`config.mk`:
```
export PLATFORM = sky130hd
export DESIGN_NAME = div_unit
export DESIGN_NICKNAME = d
export VERILOG_FILES = /design/src/rtl/div_unit_pkg.sv /design/src/rtl/div_unit_step.sv /design/src/rtl/div_unit.sv
export SDC_FILE = /design/constraint.sdc
export NUM_CORES = 1
export LEC_CHECK = 0
export ABC_AREA = 1
export BUFFER_PORTS_ARGS = -buffer_cell sky130_fd_sc_hd__clkbuf_2
export CORE_MARGIN = 8
export CORE_UTILIZATION = 62
export DETAILED_ROUTE_END_ITERATION = 7
export GPL_TIMING_DRIVEN = 0
export PLACE_DENSITY = 0.93
export SLEW_MARGIN = 40
export SYNTH_ARGS = -nofsm -noshare
export SYNTH_HDL_FRONTEND = slang
export SYNTH_HIERARCHICAL = 1
export SYNTH_SLANG_ARGS = --single-unit
```
`constraint.sdc`:
```
create_clock -name clk -period 5.8 [get_ports clk]
set_input_delay 0 -clock clk [delete_from_list [all_inputs] [get_ports clk]]
set_output_delay 0 -clock clk [all_outputs]
set_load 0.01 [all_outputs]
```
`src/rtl/div_unit_pkg.sv`:
```
// div_unit_pkg: shared definitions for the iterative divider.
//   DIV_WIDTH  default operand/result width
//   DIV_CNT_W  iteration counter width for DIV_WIDTH
//   divState_t FSM state encoding (IDLE -> BUSY -> DONE -> IDLE)
package div_unit_pkg;

   localparam int unsigned DIV_WIDTH = 32;
   localparam int unsigned DIV_CNT_W = $clog2(DIV_WIDTH);

   typedef enum logic [1:0] {
      DIV_IDLE = 2'd0,
      DIV_BUSY = 2'd1,
      DIV_DONE = 2'd2
   } divState_t;

endpackage

```
`src/rtl/div_unit_step.sv`:
```
// div_step: one combinational radix-2 restoring iteration on unsigned magnitudes.
//   rem      in   WIDTH  partial remainder (always < divisor)
//   quo      in   WIDTH  dividend bits not yet consumed / quotient bits produced
//   divisor  in   WIDTH  divisor magnitude
//   remNext  out  WIDTH  remainder after this step
//   quoNext  out  WIDTH  quotient after this step (new bit in LSB)
module div_step
   import div_unit_pkg::*;
#(
   parameter int unsigned WIDTH = DIV_WIDTH
) (
   input  logic [WIDTH-1:0] rem,
   input  logic [WIDTH-1:0] quo,
   input  logic [WIDTH-1:0] divisor,
   output logic [WIDTH-1:0] remNext,
   output logic [WIDTH-1:0] quoNext
);

   logic [WIDTH:0] shifted;
   logic [WIDTH:0] trial;
   logic           borrow;

   // Because rem < divisor, shifted < 2*divisor, so a WIDTH+1 bit trial is
   // enough: its MSB is set exactly when shifted < divisor.
   always_comb begin
      shifted = {rem, quo[WIDTH-1]};
      trial   = shifted - {1'b0, divisor};
      borrow  = trial[WIDTH];
      remNext = borrow ? shifted[WIDTH-1:0] : trial[WIDTH-1:0];
      quoNext = {quo[WIDTH-2:0], ~borrow};
   end

endmodule

```
`src/rtl/div_unit.sv`:
```
// div_unit: iterative radix-2 restoring divider for DIV/DIVU in EX.
//   clk         in   1      rising-edge clock
//   resetn      in   1      asynchronous active-low reset
//   startE      in   1      DIV/DIVU in EX, held while stalled
//   signedE     in   1      1 = signed (DIV), 0 = unsigned (DIVU)
//   annulE      in   1      flush; cancels any divide in flight
//   srcaE       in   WIDTH  dividend
//   srcbE       in   WIDTH  divisor
//   stall_divE  out  1      divide not complete; freeze F/D/E
//   div_readyE  out  1      one-cycle pulse, hi_divE/lo_divE valid
//   hi_divE     out  WIDTH  remainder (holds until next completion)
//   lo_divE     out  WIDTH  quotient  (holds until next completion)
module div_unit
   import div_unit_pkg::*;
#(
   parameter int unsigned WIDTH = DIV_WIDTH
) (
   input  logic             clk,
   input  logic             resetn,
   input  logic             startE,
   input  logic             signedE,
   input  logic             annulE,
   input  logic [WIDTH-1:0] srcaE,
   input  logic [WIDTH-1:0] srcbE,
   output logic             stall_divE,
   output logic             div_readyE,
   output logic [WIDTH-1:0] hi_divE,
   output logic [WIDTH-1:0] lo_divE
);

   localparam int unsigned CNT_W = (WIDTH > 1) ? $clog2(WIDTH) : 1;

   divState_t        state;
   logic [CNT_W-1:0] count;
   logic [WIDTH-1:0] rem;
   logic [WIDTH-1:0] quo;
   logic [WIDTH-1:0] divisor;
   logic             qNeg;
   logic             rNeg;

   logic [WIDTH-1:0] remNext;
   logic [WIDTH-1:0] quoNext;
   logic [WIDTH-1:0] absA;
   logic [WIDTH-1:0] absB;
   logic [WIDTH-1:0] loFinal;
   logic [WIDTH-1:0] hiFinal;
   logic             accept;
   logic             lastStep;

   div_step #(.WIDTH(WIDTH)) uStep (
      .rem     (rem),
      .quo     (quo),
      .divisor (divisor),
      .remNext (remNext),
      .quoNext (quoNext)
   );

   always_comb begin
      absA     = (signedE && srcaE[WIDTH-1]) ? -srcaE : srcaE;
      absB     = (signedE && srcbE[WIDTH-1]) ? -srcbE : srcbE;
      accept   = (state == DIV_IDLE) && startE && !annulE;
      lastStep = (state == DIV_BUSY) && (count == CNT_W'(WIDTH - 1));
      loFinal  = qNeg ? -quoNext : quoNext;
      hiFinal  = rNeg ? -remNext : remNext;
      // Stall is combinational so the first EX cycle of a divide already
      // freezes the pipe; annul and reset release it in the same cycle.
      stall_divE = resetn && (accept || ((state == DIV_BUSY) && !annulE));
      div_readyE = (state == DIV_DONE) && !annulE;
   end

   // Sign-corrected results are registered on the final step so they are
   // valid throughout DONE and hold afterwards.
   always_ff @(posedge clk or negedge resetn) begin
      if (!resetn) begin
         state   <= DIV_IDLE;
         count   <= '0;
         rem     <= '0;
         quo     <= '0;
         divisor <= '0;
         qNeg    <= 1'b0;
         rNeg    <= 1'b0;
         hi_divE <= '0;
         lo_divE <= '0;
      end else if (annulE) begin
         state <= DIV_IDLE;
      end else begin
         case (state)
            DIV_IDLE: begin
               if (startE) begin
                  state   <= DIV_BUSY;
                  count   <= '0;
                  rem     <= '0;
                  quo     <= absA;
                  divisor <= absB;
                  qNeg    <= signedE & (srcaE[WIDTH-1] ^ srcbE[WIDTH-1]);
                  rNeg    <= signedE & srcaE[WIDTH-1];
               end
            end
            DIV_BUSY: begin
               rem   <= remNext;
               quo   <= quoNext;
               count <= count + 1'b1;
               if (lastStep) begin
                  state   <= DIV_DONE;
                  hi_divE <= hiFinal;
                  lo_divE <= loFinal;
               end
            end
            DIV_DONE: state <= DIV_IDLE;
            default:  state <= DIV_IDLE;
         endcase
      end
   end

endmodule

```
* Yosys cells after proc, flatten, opt, wreduce, memory -nomap -nowiden *
Index checks and enable logic that the tools add are counted.

operators by class
  $add $sub $neg = 6
  shifts and indexed selects = 0
  equal/unequal tests = 6
  reduce and logical (&&, ||, !) cells = 16
  multiplexer cells = 15
  bitwise operators = 5
  $lt $le $gt $ge = 0
  div/mod/pow operators = 0
  $mul = 0

operators with widths
  operator             number
  $mux 32              7
  $neg 32->32          4
  $pmux 32 s2          2
  $sub 33x32->33       1
  $pmux 5 s2           1
  $reduce_and 3->1     3
  $logic_and 1x1->1    8
  $mux 2               3
  $ne 3x3->1 const B   2
  $add 5x1->5 const B  1
  $eq 5x5->1 const B   1
  $mux 5               1
  $pmux 2 s2           1
  $and 1x1->1          2
  $eq 2x1->1 const B   1
  $eq 2x2->1 const B   1
  $logic_not 2->1      1
  $ne 2x2->1 const B   1
  $not 1->1            2
  $reduce_and 2->1     1
  $reduce_bool 2->1    1
  $logic_not 1->1      1
  $logic_or 1x1->1     1
  $xor 1x1->1          1

storage, ports and cells
  output and inout port bits = 66
  memories kept = 0
  memory bits (writable) = 0
  register bits after elaboration = 169
  bits in read-only memories = 0
  bits in latches = 0

* Logic depth before layout (Yosys ltp) *
  word-level depth = 5
  gate-level depth with buffers = 28
  mapped depth without buffers = 27

* Hierarchy *
Netlist, hierarchy kept.

modules (own cells, without submodules)
  module    cells each  times used  area an instance (um2)  seq. area each (um2)
  div_unit  1,467       1           10,079.7                4,229.1
  div_step  714         1           3,395.8                 0.0

* Worst setup path before layout *
Ideal clock, no wire load.

  path type = reg-to-reg
  start point = register quo[31]
  end point = register hi_divE[24]
  data required time = 5.682 ns
  data arrival time = 3.057 ns
  clock period less this slack = 3.174 ns
  slack = 2.626 ns
  library setup time = 0.118 ns
  stages on the path, launching flop included = 26
  cell sequence = dfrtp_1 -> inv_1 -> ha_1 -> fa_1 -> inv_1 -> nand2_1 -> nand2_1 -> nand3_1 -> nand2_2 -> nand2_1 -> nand2_2 -> nand2_2 -> nand3_1 -> nand2_4 -> buf_4 -> nand2_1 -> nand2_1 -> inv_1 -> ha_1 -> nand3_1 -> nor2_1 -> nand2_1 -> o21ai_2 -> nand4_1 -> nand3_1 -> nand2_1

on the way
  cells in the longest elaborated chain, start to end = 4

RTL lines
  what                    line                 source
  from (decl)             div_unit.sv:36       logic [WIDTH-1:0] quo;
  from (signal assigned)  div_unit.sv:93       quo <= absA;
  from (signal assigned)  div_unit.sv:101      quo <= quoNext;
  $sub 33x32->33          div_unit_step.sv:27  trial = shifted - {1'b0, divisor};
  $mux 32                 div_unit_step.sv:29  remNext = borrow ? shifted[WIDTH-1:0] : trial[WIDTH-1:0];
  via remNext[1]          div_unit.sv:41       logic [WIDTH-1:0] remNext;
  $neg 32->32             div_unit.sv:64       hiFinal = rNeg ? -remNext : remNext;
  $mux 32                 div_unit.sv:64
  to (signal assigned)    div_unit.sv:105      hi_divE <= hiFinal;
  to (decl)               div_unit.sv:27       output logic [WIDTH-1:0] hi_divE,

The timed path passes the listed nets, and every way through them passes these cells.
A chain may end at the register's enable or synchronous reset.

* Final worst setup path *
  start point = register quo[31]
  end point = register hi_divE[20]

on the way
  cells in the longest elaborated chain, start to end = 4

RTL lines
  what            line
  $sub 33x32->33  div_unit_step.sv:27
  $mux 32 (*)     div_unit_step.sv:29
  $neg 32->32     div_unit.sv:64
  $mux 32 (*)     div_unit.sv:64

Mark *: on every way between the ends. The rest lies on a longest branch, timed or not.

==> flow_summary_export.csv <==
group,metric,value,unit
power_and_ir_drop,seqPwrFrac,20.5,%
flow_run,cap_violations,0,
worst_setup_path,critPathArrivalTime,4420,ps
grt,grt_util_met2,59.7,%
detailed_routing,drt-total-wl,48000,um
worst_setup_path,cpMaxStageDelayCell,"dfrtp_1",
clock_tree,cts_buffer_depth,2,
clock_tree,numClockSinks,169,
worst_setup_path,r2r-start,"quo[31]",
die,die_w,163,um
detailed_routing,viasPerCell,5.67,
grt,overflow,0,
worst_setup_path,rrSetupSlack,1730,ps
clock_tree,postCtsHoldBufs,57,
power_and_ir_drop,peakVddDrop,0.319,mV
sta,hold_viol_final,0,
logic_synthesis,yosys_most_used_dff,"dfrtp_1",
grt,track_usage,35.7,%
grt,grt_pass1_vias,14338,
die,rows,54,
sta,setup_viol,0,
sta,fmax,246,MHz
power_and_ir_drop,powerDensity,494,nW/um2
final_layout,nets,2501,
power_and_ir_drop,switching_share,54.2,%
detailed_routing,drt-pass1-iter-count,6,
logic_synthesis,synth_edf_count,0,
clock_tree,clk_latency,450,ps
power_and_ir_drop,power.share.combinational,63.9,%
die,start_util,62.5,%
power_and_ir_drop,p_total,7.79,mW
sta,relSlewSlack,47.6,%
clock_tree,cts_tree,"done",
die,fp.coreArea,21600,um2
worst_setup_path,critPathRequiredTime,6150,ps
die,ios,135,
grt,grt_use_met1,44.3,%
logic_synthesis,netlist_instances,2181,
power_and_ir_drop,switchingPower,4.22,mW
grt,busiest_layer,"met2",
power_and_ir_drop,internal-power,3.57,mW
logic_synthesis,syn_nets,2289,
place,numPortBuffers,134,
final_layout,multi_input_area,7600,um2
detailed_routing,postRouteAntennaNets,0,
worst_setup_path,cp_common_cell,"nand2_1",
sta,tightestPinTransition,787,ps
logic_synthesis,ys_seq_area_share,31.4,%
logic_synthesis,ys_seq_elements,169,
grt,use_met3,5.65,%
worst_setup_path,reg2reg_depth,25,
grt,grt_start_max_net_pins,73,
clock_tree,cts_resized,0,
logic_synthesis,async_flop_share,100,%
detailed_routing,drc,0,
die,die_y,163,um
logic_synthesis,synthDistinctLibCells,38,
logic_synthesis,yosys_warnings,6,
sta,finalWorstPathRequiredPeriod,4070,ps
logic_synthesis,syn_area_per_cell,6.18,um2
sta,rsz0062_at_grt,"false",
run_status,status,"finished clean",
clock_tree,root_buffer,"clkbuf_16",
worst_setup_path,r2r_end,"hi_divE[20]",
min_path,hp-class,"in -> async",
sta,slew_viol_final,0,
die,die_area,26700,um2
grt,grt_pass1_wl,75100,um
place,dpl.hpwl,37400,um
sta,skew,18.0,ps
clock_tree,post_cts_buffers,0,
power_and_ir_drop,p_leak,8.86,nW
sta,tns,0,ps
final_layout,layout-drive-gt1-share,11.0,%
place,gp_congestion,0.972,
power_and_ir_drop,power.share.clock,15.7,%
final_layout,fillCellCount,1790,
clock_tree,numCtsBuffers,17,
final_layout,seq_area,4230,um2
worst_setup_path,critPathKind,"reg -> reg",
worst_setup_path,crit_path_start_kind,"flip-flop",
logic_synthesis,syn-cell-area,13500,um2
final_layout,area_delta_synth_final,17.0,%
grt,antenna_found_initial,1,
worst_setup_path,critPathCaptureType,"flip-flop",
clock_tree,clkTransAtPathRegs,90,ps
detailed_routing,vias,15224,
worst_setup_path,cpPeakStageDelay,430,ps
detailed_routing,wl_per_cell,17.8,um
detailed_routing,first_iter_violations,1596,
clock_tree,cts_htree_levels,4,
worst_setup_path,worstPathMaxFanout,10,
sta,finalCritPeriodShare,70.2,%
-- sequential cells by signal, summed over array words and instances (netlist names) --
name	cells
divisor	32
hi_divE	32
lo_divE	32
quo	32
rem	32
count	5
state	2
qNeg	1
rNeg	1
-- per-stage QoR --
step / cells / utilization (%) / area, um2 / hold WS, ps / setup slack [ps]
detailed placement: 2597 / 67.6 / 14600 / -69.5 / 1790
global placement: 2595 / 67.3 / 14500 / 266 / 1720
global route: 2686 / 73.1 / 15800 / 41.9 / 1400
floorplan: 2181 / - / 13500 / -296 / 2630
CTS: 2686 / 73.1 / 15800 / 4.03 / 1780
finish: 2687 / 73.2 / 15800 / 6.48 / 1730
-- cell type report --
| cell class | count | share of cell area [%] |
|---|---|---|
| diodes | 1 | 0.0159 |
| plain buffers | 94 | 3.55 |
| clock buffers | 17 | 2.70 |
| clock inverters | 15 | 1.33 |
| inverters | 288 | 6.86 |
| multi-input cells | 1630 | 48.2 |
| flip-flops and latches | 169 | 26.8 |
| well taps | 280 | 2.22 |
| repair buffers | 193 | 8.28 |
-- Yosys cell counts, types with 3 or more instances --
cell type  number  area, um2
a21oi_1        67        335
a31oi_1         3       18.8
and2_1          6       37.5
and3_1          3       18.8
buf_1           4       15.0
buf_2          22        110
buf_4          36        270
buf_6           6       67.6
clkbuf_1       26       97.6
dfrtp_1       169       4230
ha_1           38        475
inv_1         281       1050
inv_2           7       26.3
nand2_1       830       3120
nand2_2         9       56.3
nand3_1       193        966
nand3b_1        7       52.6
nand4_1        37        231
nor2_1        185        694
nor2_2          4       25.0
nor3_1         11       55.1
o211ai_1        7       52.6
o21ai_0       133        666
o21ai_1        10       50.1
o21bai_1        8       60.1
o31ai_1         8       60.1
or2_2           5       31.3
xnor2_1         9       78.8
xor2_1         43        377
-- power groups by stage --
stage | combinational (mW) | sequential, mW | clock (mW)
2_1_floorplan | 3.56 | 1.51 | 0
3_3_place_gp | 4.70 | 1.59 | 0
3_5_place_dp | 4.79 | 1.60 | 0
4_1_cts | 4.86 | 1.58 | 1.22
5_1_grt | 5.48 | 1.61 | 1.26
6_report | 4.98 | 1.59 | 1.22
-- cell usage in the layout (no fill, tap or decap), types with 36 or more instances in the layout --
cell type and count:
nand2_1 830, clkbuf_2 133, dlygate4sd3_1 57, nor2_1 185, o21ai_0 133, a21oi_1 67
nand4_1 37, inv_1 281, buf_4 36, ha_1 38, dfrtp_1 169, nand3_1 193
xor2_1 43
-- logic make-up after synthesis --
kind of cell               Yosys count  share of synthesized area (%)
xor gates and xnor gates            52                           3.38
DFF                                169                           31.4
buffers and inverters              382                           12.2
adders and majority gates           39                           3.68
and+or+nand+nor                   1296                           39.7
AOI/OAI and AO/OA                  243                           9.64
-- layer usage --
metal | part of all wire [%] | wire, um | up-vias
li1 | - | - | 7280
met1 | 40 | 19100 | 6941
met2 | 47 | 22600 | 828
met3 | 8.2 | 3940 | 173
met4 | 4.8 | 2300 | 2
met5 | 0.027 | 13 | -
-- critical path, delay by kind of cell, from the launching register on --
kind / cells / cell delay [ps]
flops: 1 / 430
compound gates: 1 / 330
buf+inv: 4 / 550
simple gates: 17 / 1780
fa+ha+maj: 3 / 890
-- worst max-delay path by stage --
stage / startpoint / end / slack [ps] / cells past startpoint
after global placement: resetn / quo[22] / 1720 / 1
after CTS: quo[31] / hi_divE[20] / 1780 / 25
final: quo[31] / hi_divE[20] / 1730 / 25
after global routing: quo[31] / hi_divE[20] / 1400 / 25
after detailed placement: quo[31] / hi_divE[20] / 1790 / 25
after floorplan: quo[31] / hi_divE[24] / 2630 / 25
No activity file was read; power rests on OpenSTA's default activity.
